<file path="src/rtl/uart_tx_top.sv">
// UART transmitter: start bit, 8 data bits LSB first, optional even parity, one stop bit.
// Define UART_TX_PARITY_EN to insert the even-parity bit between the data bits and the stop bit.
module uart_tx_top #(
    parameter int CLKS_PER_BIT = 2,
    parameter int DATA_BITS    = 8
) (
    input  logic       clk,
    input  logic       rst,
    input  logic [7:0] byte2send,
    input  logic       tx_start,
    output logic       tx_done,
    output logic       tx_pin
);

    localparam int             CW       = (CLKS_PER_BIT > 1) ? $clog2(CLKS_PER_BIT) : 1;
    localparam logic [CW-1:0]  CNT_LAST = CW'(CLKS_PER_BIT - 1);
    localparam logic [2:0]     BIT_LAST = 3'(DATA_BITS - 1);

    localparam logic [2:0] IDLE   = 3'd0;
    localparam logic [2:0] START  = 3'd1;
    localparam logic [2:0] DATA   = 3'd2;
`ifdef UART_TX_PARITY_EN
    localparam logic [2:0] PARITY = 3'd3;
`endif
    localparam logic [2:0] STOP   = 3'd4;

    logic [2:0]    r_state;
    logic [CW-1:0] r_cnt;
    logic [2:0]    r_bit_idx;
    logic [7:0]    r_shift;
    logic          r_tx_pin;
    logic          r_tx_done;
`ifdef UART_TX_PARITY_EN
    logic          r_parity;
`endif

    logic w_bit_end;
    assign w_bit_end = (r_cnt == CNT_LAST);

    assign tx_pin  = r_tx_pin;
    assign tx_done = r_tx_done;

    // tx_pin is registered: each state loads the value of the NEXT bit on the edge that enters it.
    always_ff @(posedge clk) begin
        if (rst) begin
            r_state   <= IDLE;
            r_cnt     <= '0;
            r_bit_idx <= '0;
            r_shift   <= '0;
            r_tx_pin  <= 1'b1;
            r_tx_done <= 1'b0;
`ifdef UART_TX_PARITY_EN
            r_parity  <= 1'b0;
`endif
        end else begin
            r_tx_done <= 1'b0;
            case (r_state)
                IDLE: begin
                    r_tx_pin  <= 1'b1;
                    r_cnt     <= '0;
                    r_bit_idx <= '0;
                    if (tx_start) begin
                        r_shift  <= byte2send;
`ifdef UART_TX_PARITY_EN
                        r_parity <= ^byte2send;
`endif
                        r_tx_pin <= 1'b0;
                        r_state  <= START;
                    end
                end
                START: begin
                    if (w_bit_end) begin
                        r_cnt    <= '0;
                        r_tx_pin <= r_shift[0];
                        r_shift  <= {1'b0, r_shift[7:1]};
                        r_state  <= DATA;
                    end else begin
                        r_cnt <= r_cnt + 1'b1;
                    end
                end
                DATA: begin
                    if (w_bit_end) begin
                        r_cnt <= '0;
                        // Index parks at the last bit; IDLE clears it for the next frame.
                        if (r_bit_idx == BIT_LAST) begin
`ifdef UART_TX_PARITY_EN
                            r_tx_pin <= r_parity;
                            r_state  <= PARITY;
`else
                            r_tx_pin <= 1'b1;
                            r_state  <= STOP;
`endif
                        end else begin
                            r_bit_idx <= r_bit_idx + 1'b1;
                            r_tx_pin  <= r_shift[0];
                            r_shift   <= {1'b0, r_shift[7:1]};
                        end
                    end else begin
                        r_cnt <= r_cnt + 1'b1;
                    end
                end
`ifdef UART_TX_PARITY_EN
                PARITY: begin
                    if (w_bit_end) begin
                        r_cnt    <= '0;
                        r_tx_pin <= 1'b1;
                        r_state  <= STOP;
                    end else begin
                        r_cnt <= r_cnt + 1'b1;
                    end
                end
`endif
                STOP: begin
                    if (w_bit_end) begin
                        r_cnt     <= '0;
                        r_tx_pin  <= 1'b1;
                        r_tx_done <= 1'b1;
                        r_state   <= IDLE;
                    end else begin
                        r_cnt <= r_cnt + 1'b1;
                    end
                end
                default: begin
                    r_tx_pin <= 1'b1;
                    r_state  <= IDLE;
                end
            endcase
        end
    end

endmodule

</file>
<file path="config.mk">
export PLATFORM = sky130hd
export DESIGN_NAME = uart_tx_top
export DESIGN_NICKNAME = d
export VERILOG_FILES = /design/src/rtl/uart_tx_top.sv
export SDC_FILE = /design/constraint.sdc
export NUM_CORES = 1
export LEC_CHECK = 0
export BUFFER_PORTS_ARGS = -buffer_cell sky130_fd_sc_hd__buf_2
export CAP_MARGIN = 20
export CORE_UTILIZATION = 58
export DETAILED_ROUTE_END_ITERATION = 8
export PLACE_DENSITY = 0.91
export SYNTH_ARGS = -nofsm -noshare
export SYNTH_HDL_FRONTEND = slang
export SYNTH_SLANG_ARGS = --single-unit
</file>
<file path="constraint.sdc">
create_clock -name clk -period 2.8 [get_ports clk]
set_clock_uncertainty 0.2 [all_clocks]
set_input_delay 0.14 -clock clk [delete_from_list [all_inputs] [get_ports clk]]
set_output_delay 0.14 -clock clk [all_outputs]
set_load 0.05 [all_outputs]
</file>
# After elaboration in Yosys (flattened, before gate mapping)
# Cells that the tools add are included.
[word_totals] regBits=17 inputBits=11
[op_classes] reduce_logical=10 eq_ne=10 n_bitwise=1 muxes=23 addsub=2
[ops] op="2-to-1 mux 8 bit" n=4
[ops] op="one-hot mux 8 bit (3 select lines)" n=1
[ops] op="2-to-1 mux 3 bit" n=7
[ops] op="!= test 2 bit, second input constant" n=6
[ops] op="one-hot mux 3 bit (4 select lines)" n=1
[ops] op="AND reduction 5 bit" n=2
[ops] op="2-to-1 mux 1 bit" n=7
[ops] op="equality test 3 bit, second input constant" n=2
[ops] op="one-hot mux 3 bit (2 select lines)" n=1
[ops] op="AND reduction 3 bit" n=2
[ops] op="one-hot mux 1 bit (4 select lines)" n=1
[ops] op="nonzero test 2 bit" n=2
[ops] op="adder 3 x 1 -> 3 bit, second input constant" n=1
[ops] op="equality test 3 x 1 -> 1 bit, second input constant" n=1
[ops] op="equality test 3 x 2 -> 1 bit, second input constant" n=1
[ops] op="logical NOT 3 bit" n=1
[ops] op="nonzero test 3 bit" n=1
[ops] op="OR reduction 3 bit" n=1
[ops] op="one-hot mux 1 bit (2 select lines)" n=1
[ops] op="OR reduction 2 bit" n=1
[ops] op="adder 1 bit, second input constant" n=1
[ops] op="inverter 1 bit" n=1

# Longest topological paths before layout
[depth] depth_word=4 ltp_mapped=7 mapped_depth_nobuf=6

# Worst setup path after synthesis
# Ideal clock, no wire load.
[synth_path] path_type="flip-flop to flip-flop" from="reg r_bit_idx[0]" to="reg r_shift[0]" path_buffers=1 t_required_ps=2521 path_slack_ps=932 path_stages_with_launch=8 arrival_time_ps=1589 cell_sequence="dfxtp_1 ha_1 ha_1 nand4bb_1 a31oi_4 buf_6 nor2_1 a211oi_2"
[synth_between] elab_chain_cells=3
[synth_lines] item="start: declaration" line="29" rtl="logic [2:0] r_bit_idx;"
[synth_lines] item="start signal: assignment" line="94" rtl="r_bit_idx <= r_bit_idx + 1'b1;"
[synth_lines] item="equality test 3 bit" line="85" rtl="if (r_bit_idx == BIT_LAST) begin"
[synth_lines] item="!= test 2 bit (no source line)"
[synth_lines] item="AND reduction 5 bit (no source line)"
[synth_lines] item="end signal: assignment" line="63" rtl="r_shift <= byte2send;"
[synth_lines] item="end signal: assignment" line="75" rtl="r_shift <= {1'b0, r_shift[7:1]};"
[synth_lines] item="end signal: assignment" line="96" rtl="r_shift <= {1'b0, r_shift[7:1]};"
[synth_lines] item="end: declaration" line="30" rtl="logic [7:0] r_shift;"
# No other way between the ends.
# A chain may end at the register's enable or synchronous reset.

# Worst setup path in the final report
[layout_path] from="reg r_bit_idx[0]" to="reg r_shift[6]"
# Same word-level chain as after synthesis.

==> metrics.cfg <==
[routing]
routed_wl_um = 1680
dr_total_vias = 725
wl_per_cell_um = 14.0
drtPass1Iterations = 4
drt.antenna.violating_nets = 0
drc = 0
vias_per_cell = 6.04
drt_iter0_drc = 7

[global_route]
track_usage_pct = 25.2
grt_pass1_wl_um = 2640
gr-total-overflow = 0
grt_antenna_before_repair = 0
grt_pass1_vias = 622
grt_max_degree = 18

[setup_path]
crit_arrival_ps = 2130
rrSetupSlack_ps = 680
cp-end-kind = register
critPathMaxFanout = 15
timing.rr.start = r_bit_idx[0]
reg2reg_depth = 6
crit_type = reg -> reg
start_kind = register
r2r_end = r_shift[6]
crit_required_ps = 2810

[sta]
hold_viol = 1
slew_headroom_pct = 61.1
max_freq_mhz = 471
tns_ps = 0
worst_slew_pin_slew_ps = 581
min_period_ps = 2120
setup_slack_ps = 676
fin_crit_sh_pct = 75.9
setup_viol = 0
drv_slew = 0
grt_setup_unrepaired = false
holdWs_ps = -0.915

[logic_synthesis]
synth-seq-cells = 17
synthTopCellsByArea = dfxtp_1 (39%), mux2i_1 (10%), a211oi_1 (5.1%)
synth_warnings = 0
syn_nets = 104
ys.flop_type = dfxtp_1
seq_area_frac_synth_pct = 38.9
synth.distinct_cells = 36
postSynthCellCount = 91
synth-edff-count = 0
syn_avg_cell_area_sq_um = 9.62
synth_area_sq_um = 876
synth_top_area_share_pct = 38.9
async_flop_share_pct = 0
synth_top_cell_by_area = dfxtp_1

[cells_and_area]
final_cell_mix = dfxtp_1 (17), nor2_1 (12), buf_2 (12)
final_common_cell = dfxtp_1
fin_area_sq_um = 991
drive_gt1_share_pct = 21.9
areaGrowthSynthToFinish_pct = 13.1
diodes = 0
nets = 119

[clocking]
cts_tree = done
cts-root-buf = clkbuf_4
worstSkewPairLatency_ps = 290
clkSinkCount = 17
clk_path_buf_depth = 2
cts_buffers = 3
htreeDepth = 1
clk_pin_slew_ps = 90

[outcome]
violations = hold timing
status = complete, but fails checks

[hold_path]
hold-path-endpoint = r_shift[4]
hold_start = byte2send[4]
hold_depth = 3
min_path_type = in -> reg

[place]
place.port_buffers = 12
placed_cell_area_sq_um = 915
hpwl_um = 1170
gp_congestion = 0.796
dp_slack_ps = 729

[job]
maxCapViolCount = 0

[power]
p_per_area_nw_per_um2 = 544
ir_drop_mv = 0.325
design_power_total_w = 0.000539
p_leak_nw = 0.406

[floorplan]
rows = 13
start_util_pct = 64.9
ios = 13
die_w_um = 40.9
design.core.area_sq_um = 1350
die_h_um = 40.9
die-area_sq_um = 1670

==> synthesized netlist by cell type, drive strengths merged, types with 2 or more instances <==
cell    instances
ha              2
a21oi           4
clkbuf          2
nand2b          2
nor3            2
nand2           2
mux2i           9
inv             2
nor2b           2
nand3           2
nor2           12
dfxtp          17
o21ai           3
buf             5
a211oi          9
==> logic make-up after synthesis <==
group                    Yosys count  synth area share, %
AND/OR/NAND/NOR                   32                 21.1
AO/OA/AOI/OAI                     21                 19.6
flip-flops                        17                 38.9
buffers and inverters              9                 5.43
multiplexers                       9                 10.3
adder cells (fa/ha/maj)            2                 2.86
XOR/XNOR                           1                 1.86
==> flip-flops by register name, indices dropped and copies added, names as in the netlist <==
signal,flops
r_cnt,1
r_shift,8
r_bit_idx,3
tx_pin,1
r_state,3
tx_done,1
==> where the power goes <==
group | internal (W) | total, W | switching [W]
logic | 0.0000578 | 0.000122 | 0.0000640
clock network | 0.0000555 | 0.000129 | 0.0000735
registers | 0.000263 | 0.000288 | 0.0000252
==> area by class of cell <==
cell class / count / area [sq um]
inverter: 2 / 7.51
clock buffer: 4 / 26.3
multi-input combinational: 65 / 488
tap: 15 / 18.8
timing repair buffer: 17 / 110
fill: 104 / 359
sequential: 17 / 340
==> metal layers <==
layer | GRT usage [%] | vias to the layer above | part of all wire [%]
li1 | - | 358 | -
met1 | 28.1 | 340 | 43
met2 | 42.2 | 22 | 50
met3 | 6.52 | 5 | 4.7
met4 | 15.0 | 0 | 2.4
met5 | 0 | - | 0
==> worst max-delay path, stage by stage (launching register included) <==
cell and delay (ps):
dfxtp_1 340, ha_1 200, ha_1 240, nand4bb_1 260, a31oi_4 460, nor2_1 90, a211oi_1 250
==> through the flow <==
stage	utilization, %	hold WS [ps]	cells
global route	73.4	5.47	120
floorplan	-	87.5	91
global placement	67.7	222	111
CTS	73.4	6.25	120
finish	73.4	-0.915	120
detailed placement	67.7	222	111
==> what timing repair did <==
action / CTS / global route
hold buffers: 5 / 0
hold endpoints to repair: 5 / 0
setup buffers: 0 / 0
resized for setup: 0 / 0
==> how the worst max path moves through the flow <==
stage / start / end / slack (ps) / cells past startpoint
finish: r_bit_idx[0] / r_shift[6] / 680 / 6
global route: r_bit_idx[0] / r_shift[3] / 570 / 6
CTS: r_bit_idx[0] / r_shift[6] / 720 / 6
detailed placement: r_bit_idx[0] / r_shift[3] / 730 / 6
global placement: r_bit_idx[0] / r_shift[7] / 830 / 6
floorplan: r_bit_idx[0] / r_shift[0] / 930 / 7
Power figures use the tool's default switching activity.
